[config.mk]
export PLATFORM = sky130hd
export DESIGN_NAME = pt1pt2_cfg_loader
export DESIGN_NICKNAME = d
export VERILOG_FILES = /design/src/rtl/pt1pt2_cfg_loader.sv
export SDC_FILE = /design/constraint.sdc
export NUM_CORES = 1
export LEC_CHECK = 0
export BUFFER_PORTS_ARGS = -buffer_cell sky130_fd_sc_hd__buf_2
export CORE_MARGIN = 2
export CORE_UTILIZATION = 30
export CTS_CLUSTER_DIAMETER = 150
export DETAILED_ROUTE_END_ITERATION = 7
export GPL_TIMING_DRIVEN = 0
export PLACE_DENSITY = 0.5
export SYNTH_ARGS = -nofsm -noshare
export SYNTH_HDL_FRONTEND = slang
export SYNTH_SLANG_ARGS = --single-unit
[constraint.sdc]
create_clock -name clk -period 3.15 [get_ports clk]
set_clock_uncertainty 0.1 [all_clocks]
set_input_delay 0.63 -clock clk [delete_from_list [all_inputs] [get_ports clk]]
set_output_delay 0.63 -clock clk [all_outputs]
set_load 0.1 [all_outputs]
[src/rtl/pt1pt2_cfg_loader.sv]
// Serial loader for the macrocell PT1/PT2 routing selects: shadow assembly, atomic commit, serial readback.
// Stream bit k lands in field k%5 of macrocell k/5, tracked with a field counter and a macrocell counter.
module pt1pt2_cfg_loader #(
  parameter int MACROCELLS = 16
) (
  input  logic                  clk,
  input  logic                  rst,
  input  logic                  cfg_start,
  input  logic                  cfg_bit,
  input  logic                  cfg_valid,
  output logic                  cfg_ready,
  output logic                  cfg_done,
  output logic                  cfg_err,
  output logic [MACROCELLS-1:0] pt1_mux,
  output logic [MACROCELLS-1:0] pt2_mux,
  output logic [MACROCELLS-1:0] xor_a_mux,
  output logic [MACROCELLS-1:0] xor_b_mux,
  output logic [MACROCELLS-1:0] xor_inv_mux,
  input  logic                  rb_start,
  output logic                  rb_bit,
  output logic                  rb_valid
);

  localparam int MW = (MACROCELLS > 1) ? $clog2(MACROCELLS) : 1;

  typedef enum logic [2:0] {
    S_IDLE   = 3'd0,
    S_LOAD   = 3'd1,
    S_COMMIT = 3'd2,
    S_DONE   = 3'd3,
    S_READ   = 3'd4
  } state_t;

  state_t                state_q, state_d;
  logic [2:0]            f_q, f_d;
  logic [MW-1:0]         m_q, m_d;
  logic                  err_q, err_d;
  logic [MACROCELLS-1:0] shadow_q [5];
  logic [MACROCELLS-1:0] shadow_d [5];
  logic [MACROCELLS-1:0] sel_q    [5];
  logic [MACROCELLS-1:0] sel_d    [5];

  logic last_pos;
  logic load_xfer;
  logic advance;
  logic clear_cnt;

  assign last_pos  = (f_q == 3'd4) && (m_q == MW'(MACROCELLS - 1));
  // cfg_start in LOAD is an abort, so it suppresses the transfer in that cycle
  assign load_xfer = (state_q == S_LOAD) && cfg_valid && !cfg_start;
  assign advance   = load_xfer || (state_q == S_READ);
  assign clear_cnt = ((state_q == S_IDLE) && (cfg_start || rb_start)) ||
                     ((state_q == S_LOAD) && cfg_start);

  // State register
  always_ff @(posedge clk) begin
    if (rst) begin
      state_q <= S_IDLE;
    end else begin
      state_q <= state_d;
    end
  end

  // Next-state logic
  always_comb begin
    state_d = state_q;
    case (state_q)
      S_IDLE: begin
        if (cfg_start) begin
          state_d = S_LOAD;
        end else if (rb_start) begin
          state_d = S_READ;
        end
      end
      S_LOAD: begin
        if (load_xfer && last_pos) begin
          state_d = S_COMMIT;
        end
      end
      S_COMMIT: state_d = S_DONE;
      S_DONE:   state_d = S_IDLE;
      S_READ: begin
        if (last_pos) begin
          state_d = S_IDLE;
        end
      end
      default:  state_d = S_IDLE;
    endcase
  end

  // Outputs decoded from state; rb_bit comes from registered counters so it holds all cycle
  always_comb begin
    cfg_ready = (state_q == S_LOAD);
    cfg_done  = (state_q == S_DONE);
    rb_valid  = (state_q == S_READ);
    rb_bit    = 1'b0;
    if (state_q == S_READ) begin
      rb_bit = sel_q[f_q][m_q];
    end
  end

  always_comb begin
    f_d      = f_q;
    m_d      = m_q;
    err_d    = err_q;
    shadow_d = shadow_q;
    sel_d    = sel_q;

    if (clear_cnt) begin
      f_d = 3'd0;
      m_d = '0;
    end else if (advance) begin
      if (f_q == 3'd4) begin
        f_d = 3'd0;
        m_d = (m_q == MW'(MACROCELLS - 1)) ? '0 : m_q + 1'b1;
      end else begin
        f_d = f_q + 3'd1;
      end
    end

    if ((state_q == S_LOAD) && cfg_start) begin
      err_d = 1'b1;
    end
    if (state_q == S_DONE) begin
      err_d = 1'b0;
    end
    if (load_xfer) begin
      shadow_d[f_q][m_q] = cfg_bit;
    end
    if (state_q == S_COMMIT) begin
      sel_d = shadow_q;
    end
  end

  always_ff @(posedge clk) begin
    if (rst) begin
      f_q   <= 3'd0;
      m_q   <= '0;
      err_q <= 1'b0;
      for (int i = 0; i < 5; i++) begin
        shadow_q[i] <= '0;
        sel_q[i]    <= '0;
      end
    end else begin
      f_q   <= f_d;
      m_q   <= m_d;
      err_q <= err_d;
      for (int i = 0; i < 5; i++) begin
        shadow_q[i] <= shadow_d[i];
        sel_q[i]    <= sel_d[i];
      end
    end
  end

  assign cfg_err     = err_q;
  assign pt1_mux     = sel_q[0];
  assign pt2_mux     = sel_q[1];
  assign xor_a_mux   = sel_q[2];
  assign xor_b_mux   = sel_q[3];
  assign xor_inv_mux = sel_q[4];

endmodule

### After elaboration in Yosys (flattened, before gate mapping)

Cells that the tools add are included.

* add/subtract/negate cells: 2
* $lt $le $gt $ge: 4
* eq/ne operators: 9
* multiplexer cells: 18
* bitwise gates (word level): 1
* reductions and logical operators: 17

Operators with widths (number)
* bitwise mux 80 bit: 1
* binary-select mux 16 bit (select 3 bit): 1
* demux 16 bit (select 3 bit): 1
* 2-to-1 mux 16 bit: 3
* 2-to-1 mux 3 bit: 5
* case mux 3 bit (4 select lines): 1
* logical AND 1 bit: 8
* == test 3 x 2 -> 1 bit (second input constant): 2
* == test 3 bit (second input constant): 2
* < comparator 4 x 5 -> 1 bit (second input constant): 1
* adder 4 x 1 -> 4 bit (second input constant): 1
* binary-select mux 1 bit (select 4 bit): 1
* demux 1 bit (select 4 bit): 1
* == test 4 bit (second input constant): 1
* >= comparator 4 x 1 -> 1 bit (second input constant): 1
* >= comparator 4 bit (second input constant): 1
* < comparator 4 x 1 -> 1 bit (second input constant): 1
* 2-to-1 mux 4 bit: 1
* inequality test 2 x 1 -> 1 bit (second input constant): 2
* inverter 3 -> 4 bit: 1
* OR reduction 2 bit: 2
* adder 3 x 1 -> 3 bit (second input constant): 1
* == test 3 x 1 -> 1 bit (second input constant): 1
* zero test 3 bit: 1
* other kinds (6): 10

* register bits after elaboration: 171
* input bits: 6
* output and inout port bits: 85
* logic and storage cells: 65

### Depth between registers and ports, before layout

Gate-level depths: netlist (run 1).

* depth in word-level cells: 7
* gate-level depth with buffers: 9
* depth with buffers taken out: 6

### Worst setup path after synthesis (run 1)

No wires, ideal clock.

* kind: register -> output
* start: reg sel_q (netlist bit pt2_mux[8])
* end: out rb_bit
* data arrival time: 4.176 ns
* required time: 2.420 ns
* slack: -1.756 ns
* cell stages (with the launch flop): 6
* buffers on the path: 0
* path through: dfxtp_1 -> mux4_2 -> a211oi_1 -> a2111oi_0 -> a311oi_1 -> o32ai_1

* word-level cells in the longest chain between the ends: 6

RTL lines
* from (decl): RTL line 40 `logic [MACROCELLS-1:0] sel_q [5];`
* from (signal, indexed assignment): RTL line 150 `sel_q[i] <= sel_d[i];`
* binary-select mux 16 bit (select 3 bit): RTL line 98 `rb_bit = sel_q[f_q][m_q];`
* 2-to-1 mux 16 bit (implied by the code) (2 in a row): RTL line 98
* binary-select mux 1 bit (select 4 bit): RTL line 98
* 2-to-1 mux 1 bit (implied by the code): RTL line 98
* 2-to-1 mux 1 bit: RTL line 97 `if (state_q == S_READ) begin`
* to (decl): RTL line 20 `output logic rb_bit,`

Every way passes these cells. The select of a mux whose other input is x is not followed.

### Worst setup path in the final report (run 1)

* start: reg f_q[0]
* end: out rb_bit

* word-level cells in the longest chain between the ends: 7

RTL lines
* from (decl): RTL line 35 `logic [2:0] f_q, f_d;`
* from (signal assigned): RTL line 137 `f_q <= 3'd0;`
* from (signal assigned): RTL line 145 `f_q <= f_d;`
* inverter 3 -> 4 bit (implied by the code): RTL line 98
* binary-select mux 16 bit (select 3 bit): RTL line 98
* 2-to-1 mux 16 bit (implied by the code) (2 in a row): RTL line 98
* binary-select mux 1 bit (select 4 bit): RTL line 98
* 2-to-1 mux 1 bit (implied by the code): RTL line 98
* 2-to-1 mux 1 bit: RTL line 97

Every way passes these cells. The select of a mux whose other input is x is not followed.

==> results list, run 1 <==
- Bufs on Longest Clock Path: 2
- CP Data Arrival Time: about 2.7 ns
- For this design, the CTS-stage hold fixing added 0 buffers.
- Across the run, the number of max-cap violations was 0.
- Final weighted congestion in routability-driven placement: between 0.9 and 1
- After the first detailed-routing iteration, the DRC count stood at 672.
- Setup violations remaining at the end of the flow were counted as 1.
* Count of port buffers added during placement: slightly below 90
- Pwr Density: ~520 nW/um^2
- The count of nets left with antenna violations once routing finished came out at 0.
- Maximum number of pins on one net before global-route repair: 20
* Clk Latency, worst-skew pair: about 0.44 ns
* Gr ovfl total: 0
- 0 antenna diodes ended up in the layout.
- Largest fanout on the critical path: 5
- In this run, synthesis produced a sequential element count of about 170.
- Counting distinct cell types in the post-synthesis netlist gives between 60 and 70.
- Worst voltage drop across the vdd grid: just over 0.4 mV
- Clock tree synthesis selected as its root buffer the cell clkbuf_16.
- Setup repair after global routing could not meet its margin everywhere.
- Counting every sink on the clock net gives about 170.
* Hold path depth: 2
- Synthesis handed over a netlist of about 940 instances.
- Path length in cells of the critical path: 7
- Clock-pin slew was measured on the worst setup and hold paths at roughly 0.08 ns.
- Kind of start point of the critical path: register
* Number of synthesized flops with an enable pin: 0
- Vias: 7504
- After detailed routing, the number of remaining DRC violations is 0.
- R2r worst-path depth: 8
- Using the TritonRoute via totals, the vias-per-cell ratio works out to between 5 and 6.
- Critical path data required time: ~2.4 ns
- The first detailed-routing pass took 6 iterations.
- Top cells by instance count after synthesis: nand2_1, a21oi_1, dfxtp_1
- Of the available clock period, the critical path in the final layout requires 109.3%.
- TritonCTS built the clock tree.
* Library cell with the largest summed area after synthesis: dfxtp_1
- Final Net Count: between 1000 and 1500
- Min-Delay Path Class: reg2reg
- The hold violation total from the final report came to 0.
- Total routing resource utilization after global routing: 24.45%
* Pre-CTS WS: -0.4771 ns
* Synth Warn #: 0
- Area share of the leading cell type in the synthesized netlist: 46.16%
* Share of flip-flops with an asynchronous set or reset after synthesis: 0%
- 91 I/O pins were placed.
- Slowest stage delay, CP: around 0.54 ns
* Avg Inst Size Synth: a little under 8 sq um
* Die extent in x: 161.2 um
* Summed instance area of the synthesized netlist: 7416 sq um
* Final Worst Setup Slack: -0.2924 ns
* Final Non-Filler Cells: 1387
- The worst path in the final design needs a cycle of between 3 and 4 ns, including I/O delays and setup.
- The initial antenna violation count is 0.
- Average routed wire per standard cell: 23.01 um
* Number of cell rows: 57
- Once detailed placement completed, the half-perimeter wirelength came to 23590 um.
* Crit. End Element: primary output
* Share of layout cells above drive strength 1: 19.10%
- Crit-path cells: buf_8 > mux4_2 > a221o_1 > a32o_2 > a311oi_4 > o32ai_4 > buf_12
- In the post-synthesis netlist, the cell with the most instances is nand2_1.
- CTS Buf Count: 17
- In this run the vertical extent of the chip is between 150 and 200 um.
- For the final routed database, the setup TNS stands at -0.2924 ns.
* Slowest library cell on the worst path: mux4_2
- Fill cell instance count of the final layout: 2551
- Worst-case headroom to the max-slew limit: 42.55%
- Total count of max-transition violations in the final report: 0
- The die covers 25990 sq um.
- Commonest register cell after synthesis: dfxtp_1
- Once the floorplan was initialized, standard cells occupied between 30 and 40% of the core.
- Final WL: ~32000 um
- For this run, the register share of the synthesized area comes to about 46%.
* Violated checks: negative setup slack
* Cell count after placement: roughly 1400
- First-pass GRT wire length: roughly 47000 um
- Summed over all cells, the static leakage comes to ~0.0032 uW.
- Area of the placeable core: approximately 24000 sq um
* Delay-heaviest family, CP: compound AO/OA/AOI/OAI gates
- Area delta synth->final: 22.93%
- Syn_nets: between 900 and 1000
* Worst path bufs/invs: 2
* Most area-consuming cells after synthesis: dfxtp_1, a21oi_1, nand2_1
* Max Clock Freq: 290.5 MHz
* Outcome: finished, violations left
- Number of global-route vias before repair: ~7000
- Tightest Pin Transition: between 0.8 and 0.9 ns
* Final core utilization: between 30% and 40%
- In this run the number of H-tree levels came out at 4.
- Worst setup path category: reg2out
[kinds of logic (layout without fill, tap and decap cells)]
logic type	Yosys count	count (layout)	synth area share, %
adders and majority gates	6	6	1.012
AOI/OAI and AO/OA	297	297	21.66
muxes	24	24	3.796
and+or+nand+nor	351	351	21.95
DFF	171	171	46.16
buffers and inverters	85	210	4.943
xor gates and xnor gates	4	4	0.4725
[where the power goes]
group          total (uW)  switching (uW)  internal [uW]
combinational         411             327           84.3
sequential           2170            4.19           2170
clock                2190            1070           1120
[final timing paths]
check	start	endpoint	slack [ns]
setup / recovery	f_q[0]	rb_bit	-0.29
setup reg to reg	m_q[0]	state_q[0]	0.51
hold reg to reg	shadow_q[8]	xor_inv_mux[8]	0.35
hold / removal	shadow_q[8]	xor_inv_mux[8]	0.35
[cell usage in the layout, fill, tap and decap left out, types with 6 or more instances in the layout]
master     instances
nand3_1           88
o21ai_1           11
nand2_1          184
a21oi_1          172
nor2_1            25
and2_1            13
o21ai_0           76
clkbuf_1          52
mux2i_1           13
and3_1             9
inv_1              7
clkbuf_16         18
buf_2            100
dfxtp_1          148
buf_4              7
ha_1               6
dfxtp_2           20
[layout make-up]
cell class / count / area, sq um / area share (%)
Multi-Input combinational cell: 682 / 3729 / 40.90
Clock inverter: 14 / 162.7 / 1.784
Sequential cell: 171 / 3460 / 37.95
Timing Repair Buffer: 93 / 490.5 / 5.380
Buffer: 76 / 384.1 / 4.214
Inverter: 9 / 35.03 / 0.3843
Tap cell: 324 / 405.4 / 4.447
Clock buffer: 18 / 450.4 / 4.941
[state kept, by name (all words and copies together), names as in the netlist, 4 cells and up]
name,cells
m_q,4
xor_inv_mux,16
shadow_q,80
pt1_mux,16
xor_b_mux,16
pt2_mux,16
xor_a_mux,16
[per-stage QoR]
step                power, uW  hold slack (ns)  instance area, sq um
finish                   4768           0.3465                  9116
global route             4892           0.3701                  9116
CTS                      4771           0.3482                  9072
detailed placement       2616           0.3373                  8314
global placement         2616           0.3299                  8314
floorplan                2489           0.3181                  7463
[routing by layer]
| layer | track usage, % | vias to the layer above | part of all wire (%) |
|---|---|---|---|
| met5 | 0 | - | 0 |
| met4 | 11.32 | 0 | 4.4 |
| met3 | 3.878 | 61 | 6.3 |
| met2 | 38.63 | 303 | 46 |
| met1 | 32.87 | 3617 | 43 |
| li1 | - | 3523 | - |
[tightest hold or removal path, cell delays in order, from the launching register on]
cell and delay (ns):
dfxtp_1 0.31, nand2_1 0.05, a21oi_1 0.05
[what timing repair did]
action	CTS	global route
setup buffers	3	0
setup endpoints to repair	1	1
pin swaps	3	3
resized for setup	33	13
cloned	1	0
Power figures use the tool's default switching activity.
==> run 2, diff against run 1 <==
CELL_PAD_IN_SITES_DETAIL_PLACEMENT = 1   (was not set)
CELL_PAD_IN_SITES_GLOBAL_PLACEMENT = 1   (was not set)
PLACE_DENSITY = 0.62   (was 0.5)
SKIP_CTS_REPAIR_TIMING = 1   (was not set)
==> results list, run 2 (synthesis gave the netlist of run 1 again) <==
- First-pass GRT wire length: 48690 um (+4.4%)
- The worst hold path belongs to the class reg2reg.
- By instance count, the cell type seen most on the critical path is buf_12.
- Worst hold slack across all endpoints: 0.3530 ns (+0.006490 ns)
* Master cell of the clock root buffer: clkbuf_16
- Count of port buffers added during placement: 89 (unchanged)
* Area delta synth->final: 21.60%
* Die height: 161.2 um (unchanged)
- The number of nets in the layout is 1060 (-0.19%).
- The worst hold path terminates at pt2_mux[1].
* Logic pwr share: 8.6% (about the same)
- Count of inserted antenna diode cells: 0 (unchanged)
- Tightest Pin Transition: 0.9386 ns (+0.07692 ns)
- Fill cell instance count of the final layout: 2960 (+16%)
- Switching power as a share of total power: 29.59% (+0.26 points)
- The endpoint identified for the worst register-to-register timing path is state_q[0].
- Count of final setup violators: 1 (unchanged)
- Internal power: 3311 uW (-1.8%)
- The timing-limited maximum frequency was 284.7 MHz (-2.0%).
* Crit-path cells: buf_12 > mux4_2 > a221o_1 > a32o_2 > a311oi_2 > o32ai_4 > buf_12
- Final-report hold violation count: 0 (unchanged)
* Total count of max-transition violations in the final report: 0 (unchanged)
* Clk Latency, worst-skew pair: 0.45 ns (about the same)
- The via count of the first global-routing pass was 7338 (+5.1%).
- The overall die width is 161.2 um (unchanged).
- The largest net degree at the start of global routing is 19 (-5.0%).
- Worst setup path category: reg2out
* Hold path depth: 2 (unchanged)
- The share of layout cells above drive strength 1 is 18.28% (-0.81 points).
- The number of flip-flops under the largest register name is 80 (unchanged).
* Routed vias/inst: 5.464 (+0.99%)
- Crit. End Element: primary output
* Worst voltage drop across the vdd grid: 0.3236 mV (-22%)
- The number of clock sinks is 171 (unchanged).
- The DRC violation count after routing is 0 (unchanged).
- Clock tree from TritonCTS: done
- CP Data Arrival Time: 2.78 ns (+0.07 ns)
- CTS Buf Count: 17 (unchanged)
* Unrepaired setup endpoints after global routing: yes
- Pwr Density: 521.4 nW/um^2 (-0.32%)
- The maximum clock insertion buffer count came to 2 (unchanged).
* Final core utilization: 37.08% (-0.41 points)
- The count of antenna-violating nets left after detailed routing came to 0 (unchanged).
* GRT busiest layer: met2
* TritonRoute pass-1 iters: 5 (-1)
- Number of ports placed on the die boundary: 91 (unchanged)
* Area of the placeable core: 24320 sq um (unchanged)
- Slowest stage delay, CP: 0.57 ns (+0.03 ns)
* Critical path data required time: 2.42 ns (about the same)
- The total power came to 4702 uW (-1.4%).
* Met3 layer usage reported by global route: 3.544% (-0.33 points)
* Most common cell after layout, fill and taps aside: nand2_1
- The final critical-path setup slack came to -0.3622 ns (-0.06985 ns).
- Gr ovfl total: 0 (unchanged)
- Slowest library cell on the worst path: mux4_2
- CTS clk-pin slew, worst paths: 0.08 ns (about the same)
- The maximum fanout along the worst path came to 9 (+4).
- The met2 global-route usage is 39.86% (+1.2 points).
- The total buffers and inverters traversed by the critical path was 2 (unchanged).
- The total instance count after detailed placement is 1351 (unchanged).
- Largest Register: shadow_q
- R2r worst-path depth: 8 (unchanged)
* Share of power burned in the clock network: 45.2% (-0.6 points)
- Final Non-Filler Cells: 1385 (-0.14%)
- The per-cell routed wire length is 24.35 um (+5.8%).
- Broken down by cell family, the worst path's largest delay share belongs to compound AO/OA/AOI/OAI gates.
* Outcome: finished, violations left
- Worst-case headroom to the max-slew limit: 37.43% (-5.1 points)
- Reg power frac: 46.2% (+0.7 points)
* Total routing resource utilization after global routing: 25.75% (+1.3 points)
- Net Switching: 1391 uW (-0.53%)
* Violated checks: negative setup slack
- Global-route track usage on met1: 36.21% (+3.3 points)
- The worst setup path is launched from a register.
- The initial antenna violation count was 0 (unchanged).
- Ratio of final minimum period to clock period: 111.5% (+2.2 points)
* FF-to-FF setup slack: 0.37 ns (-0.14 ns)
- The startpoint identified for the worst hold timing path is shadow_q[49].
- The max-cap violation count is 0 (unchanged).
* Total die area: 25990 sq um (unchanged)
- Vias: 7567 (+0.84%)
- The startpoint identified for the worst register-to-register timing path is m_q[0].
* Post-route cell area: 9017 sq um (-1.1%)
- The sum of routed wire length over all layers is 33730 um (+5.7%).
- The final period demand of the worst path came to 3.512 ns (+0.06985 ns).
* Number of cell rows: 57 (unchanged)
- Leaving out fill and tap cells, the most frequent cells in the layout are nand2_1, a21oi_1, dfxtp_1, buf_2, nand3_1.
* Static leakage: 0.003153 uW (-1.2%)
- The HPWL after detailed placement came to 25400 um (+7.7%).
- The starting utilization of the core area is 30.49% (unchanged).
- Area post-placement: 8314 sq um (unchanged)
* Final weighted congestion in routability-driven placement: 0.9320 (-0.99%)
- 1st-iter DRT viols: 652 (-3.0%)
- H-Tree Level Count: 4 (unchanged)
## run 2: worst max-delay path by stage
stage / from / end / slack [ns] / cells past startpoint
after floorplan: pt1_mux[0] / rb_bit / 0.006 / 6
after global placement: f_q[0] / rb_bit / -0.44 / 9
after detailed placement: f_q[0] / rb_bit / -0.44 / 9
after CTS: f_q[0] / rb_bit / -0.92 / 9
after global routing: f_q[0] / rb_bit / -0.39 / 7
final: f_q[0] / rb_bit / -0.36 / 7
## run 2: worst reg2reg max path, stage by stage (launching register included)
cell,delay (ns)
dfxtp_1,0.49
ha_1,0.19
clkbuf_1,0.43
and3_1,0.23
clkbuf_1,0.44
nand3_1,0.25
nor2b_1,0.20
o22ai_1,0.17
a2111oi_0,0.13
## run 2: routing by layer
metal | up-vias | part of all wire, %
met2 | 257 | 45
met5 | - | 0
met1 | 3757 | 46
li1 | 3505 | -
met3 | 48 | 5.3
met4 | 0 | 3.6
## run 2: through the flow
step	setup TNS (ns)	worst slack, ns
after floorplan	0	0.005925
after global placement	-0.4421	-0.4421
after detailed placement	-0.4389	-0.4389
after CTS	-0.9151	-0.9151
after global routing	-0.3894	-0.3894
final	-0.3622	-0.3622
## run 2: area by class of cell
| class | instances | area, sq um | share of cell area (%) |
|---|---|---|---|
| multi-input cells | 682 | 3682 | 40.84 |
| flip-flops and latches | 171 | 3460 | 38.37 |
| plain buffers | 76 | 374.1 | 4.149 |
| repair buffers | 91 | 475.5 | 5.273 |
| clock inverters | 14 | 153.9 | 1.707 |
| inverters | 9 | 37.54 | 0.4163 |
| clock buffers | 18 | 429.2 | 4.759 |
| well taps | 324 | 405.4 | 4.496 |
## run 2: power groups by stage
stage	Clock (uW)	Combinational [uW]	Sequential, uW
6_report	2120	406	2170
5_1_grt	2220	433	2170
2_1_floorplan	0	256	2230
4_1_cts	2140	395	2170
3_5_place_dp	0	394	2220
3_3_place_gp	0	394	2220
==> run 3, diff against run 2 <==
CELL_PAD_IN_SITES_DETAIL_PLACEMENT = not set   (was 1)
CELL_PAD_IN_SITES_GLOBAL_PLACEMENT = not set   (was 1)
PLACE_DENSITY = 0.5   (was 0.62)
==> results list, run 3 (synthesis gave the netlist of run 1 again) <==
* Pwr Density: 522.8 nW/um^2 (+0.27%)
- Max Clock Freq: 288.4 MHz (+1.3%)
- The final RePlAce weighted congestion came to 0.9413 (+1.0%).
- Setup repair after global routing could not meet its margin everywhere.
* Total design power: 4780 uW (+1.7%)
* Worst voltage drop across the vdd grid: 0.4188 mV (+29%)
- Die height: 161.2 um (unchanged)
* CP Data Arrival Time: 2.74 ns (-0.04 ns)
- First-pass GRT wire length: 46230 um (-5.1%)
- Area post-placement: 8314 sq um (unchanged)
- Total count of max-transition violations in the final report: 0 (unchanged)
- Outcome: finished, violations left
- The DRC violation count after routing came to 0 (unchanged).
- The later-pin clock latency in the skew report was 0.45 ns (about the same).
* Area of the placeable core: 24320 sq um (unchanged)
- Total routing resource utilization after global routing: 24.28% (-1.5 points)
* Average routed wire per standard cell: 23.02 um (-5.5%)
- Largest fanout on the critical path: 10 (+1)
- Total die area: 25990 sq um (unchanged)
- Commonest cells after routing, fill and taps aside: nand2_1, a21oi_1, dfxtp_1, buf_2, nand3_1
- Area delta synth->final: 23.30%
* Die extent in x: 161.2 um (unchanged)
- Ratio of final minimum period to clock period: 110.1% (-1.4 points)
* Post-DRT Antenna Nets: 0 (unchanged)
* CTS Buf Count: 17 (unchanged)
- The overall overflow remaining after global route was 0 (unchanged).
- The maximum clock insertion buffer count came to 2 (unchanged).
- The worst setup path is launched from a register.
* H-Tree Level Count: 4 (unchanged)
- The final period demand of the worst path is 3.468 ns (-0.04461 ns).
- Count of inserted antenna diode cells: 0 (unchanged)
- CTS clk-pin slew, worst paths: 0.08 ns (about the same)
- Tightest Pin Transition: 0.8757 ns (-0.06292 ns)
* Count of final setup violators: 1 (unchanged)
- The critical path is of the reg2out type.
- Number of cell rows: 57 (unchanged)
* Final Non-Filler Cells: 1387 (+0.14%)
* Maximum capacitance violations: 0 (unchanged)
* Number of clock sinks: 171 (unchanged)
* Most common cell after layout, fill and taps aside: nand2_1
- Final Worst Setup Slack: -0.3176 ns (+0.04461 ns)
- Final Net Count: 1062 (+0.19%)
- Crit. End Element: primary output
* Critical path data required time: 2.42 ns (about the same)
* Post-route cell area: 9144 sq um (+1.4%)
- The min-delay analysis places its worst path in the category reg2reg.
- Master cell of the clock root buffer: clkbuf_16
- TritonRoute pass-1 iters: 5 (unchanged)
- The via count of the first global-routing pass is 6948 (-5.3%).
- The number of ports placed on the die boundary is 91 (unchanged).
- The starting utilization of the core area is 30.49% (unchanged).
* Vias: 7531 (-0.48%)
* 1st-iter DRT viols: 777 (+19%)
* Routed vias/inst: 5.430 (-0.62%)
- The share of layout cells above drive strength 1 was 19.19% (+0.91 points).
- The total instance count after detailed placement came to 1351 (unchanged).
* Largest Register: shadow_q
- The hold violation total from the final report came to 0 (unchanged).
- The sum of routed wire length over all layers came to 31930 um (-5.3%).
- The count of port buffers added during placement is 89 (unchanged).
- Max FFs per register: 80 (unchanged)
- The largest net degree at the start of global routing was 20 (+1).
* Static leakage: 0.003196 uW (+1.4%)
* Worst-case headroom to the max-slew limit: 41.62% (+4.2 points)
* Final HPWL DP: 23590 um (-7.1%)
- The checks that failed: negative setup slack.
- Antenna violations before repair: 0 (unchanged)
- Clock tree from TritonCTS: done
[run 3: cell types whose count changed in the layout (fill, tap and decap cells not counted), moves of 2 or more]
cell,before,now
mux2i_2,2,4
inv_6,2,4
clkbuf_16,17,19
clkinv_4,4,2
mux2i_1,16,13
[run 3: critical path, stage by stage (launching register included)]
cell,delay [ns]
dfxtp_4,0.41
buf_12,0.16
buf_12,0.16
mux2i_1,0.27
o2bb2ai_1,0.22
a21boi_0,0.29
nor4_2,0.09
a311oi_4,0.33
o32ai_4,0.15
buf_12,0.19
[run 3: path summary, 6_finish.rpt]
check               from              to  slack [ns]  cells after the start
max               f_q[1]          rb_bit       -0.32                      9
max reg2reg       m_q[0]      state_q[0]        0.47                      8
min          shadow_q[8]  xor_inv_mux[8]        0.35                      2
min reg2reg  shadow_q[8]  xor_inv_mux[8]        0.35                      2
[run 3: power by group]
group / internal (uW) / switching, uW
Sequential: 2170 / 3.75
Combinational: 88.8 / 328
Clock: 1120 / 1070
[run 3: layer usage]
| metal | routed length [um] | vias to the layer above | track usage, % |
|---|---|---|---|
| met4 | 1672 | 0 | 11.89 |
| met2 | 14350 | 313 | 38.02 |
| met5 | 0 | - | 0 |
| li1 | - | 3527 | - |
| met3 | 2074 | 75 | 3.698 |
| met1 | 13840 | 3616 | 32.74 |
[run 3: area by class of cell]
class / count / area, sq um
clock buffers: 18 / 450.4
inverters: 9 / 37.54
repair buffers: 92 / 500.5
well taps: 324 / 405.4
plain buffers: 76 / 385.4
clock inverters: 14 / 162.7
multi-input cells: 683 / 3741
fillers: 2547 / 15180
flip-flops and latches: 171 / 3461
[run 3: per-stage QoR]
step	utilization [%]	TNS [ns]	setup slack, ns	hold slack (ns)
finish	37.60	-0.3176	-0.3176	0.3464
global route	37.60	-0.3327	-0.3327	0.3701
CTS	36.71	-0.9643	-0.9643	0.3482
detailed placement	34.19	-0.4771	-0.4771	0.3373
global placement	34.19	-0.5026	-0.5026	0.3299
floorplan	-	0	0.005925	0.3181
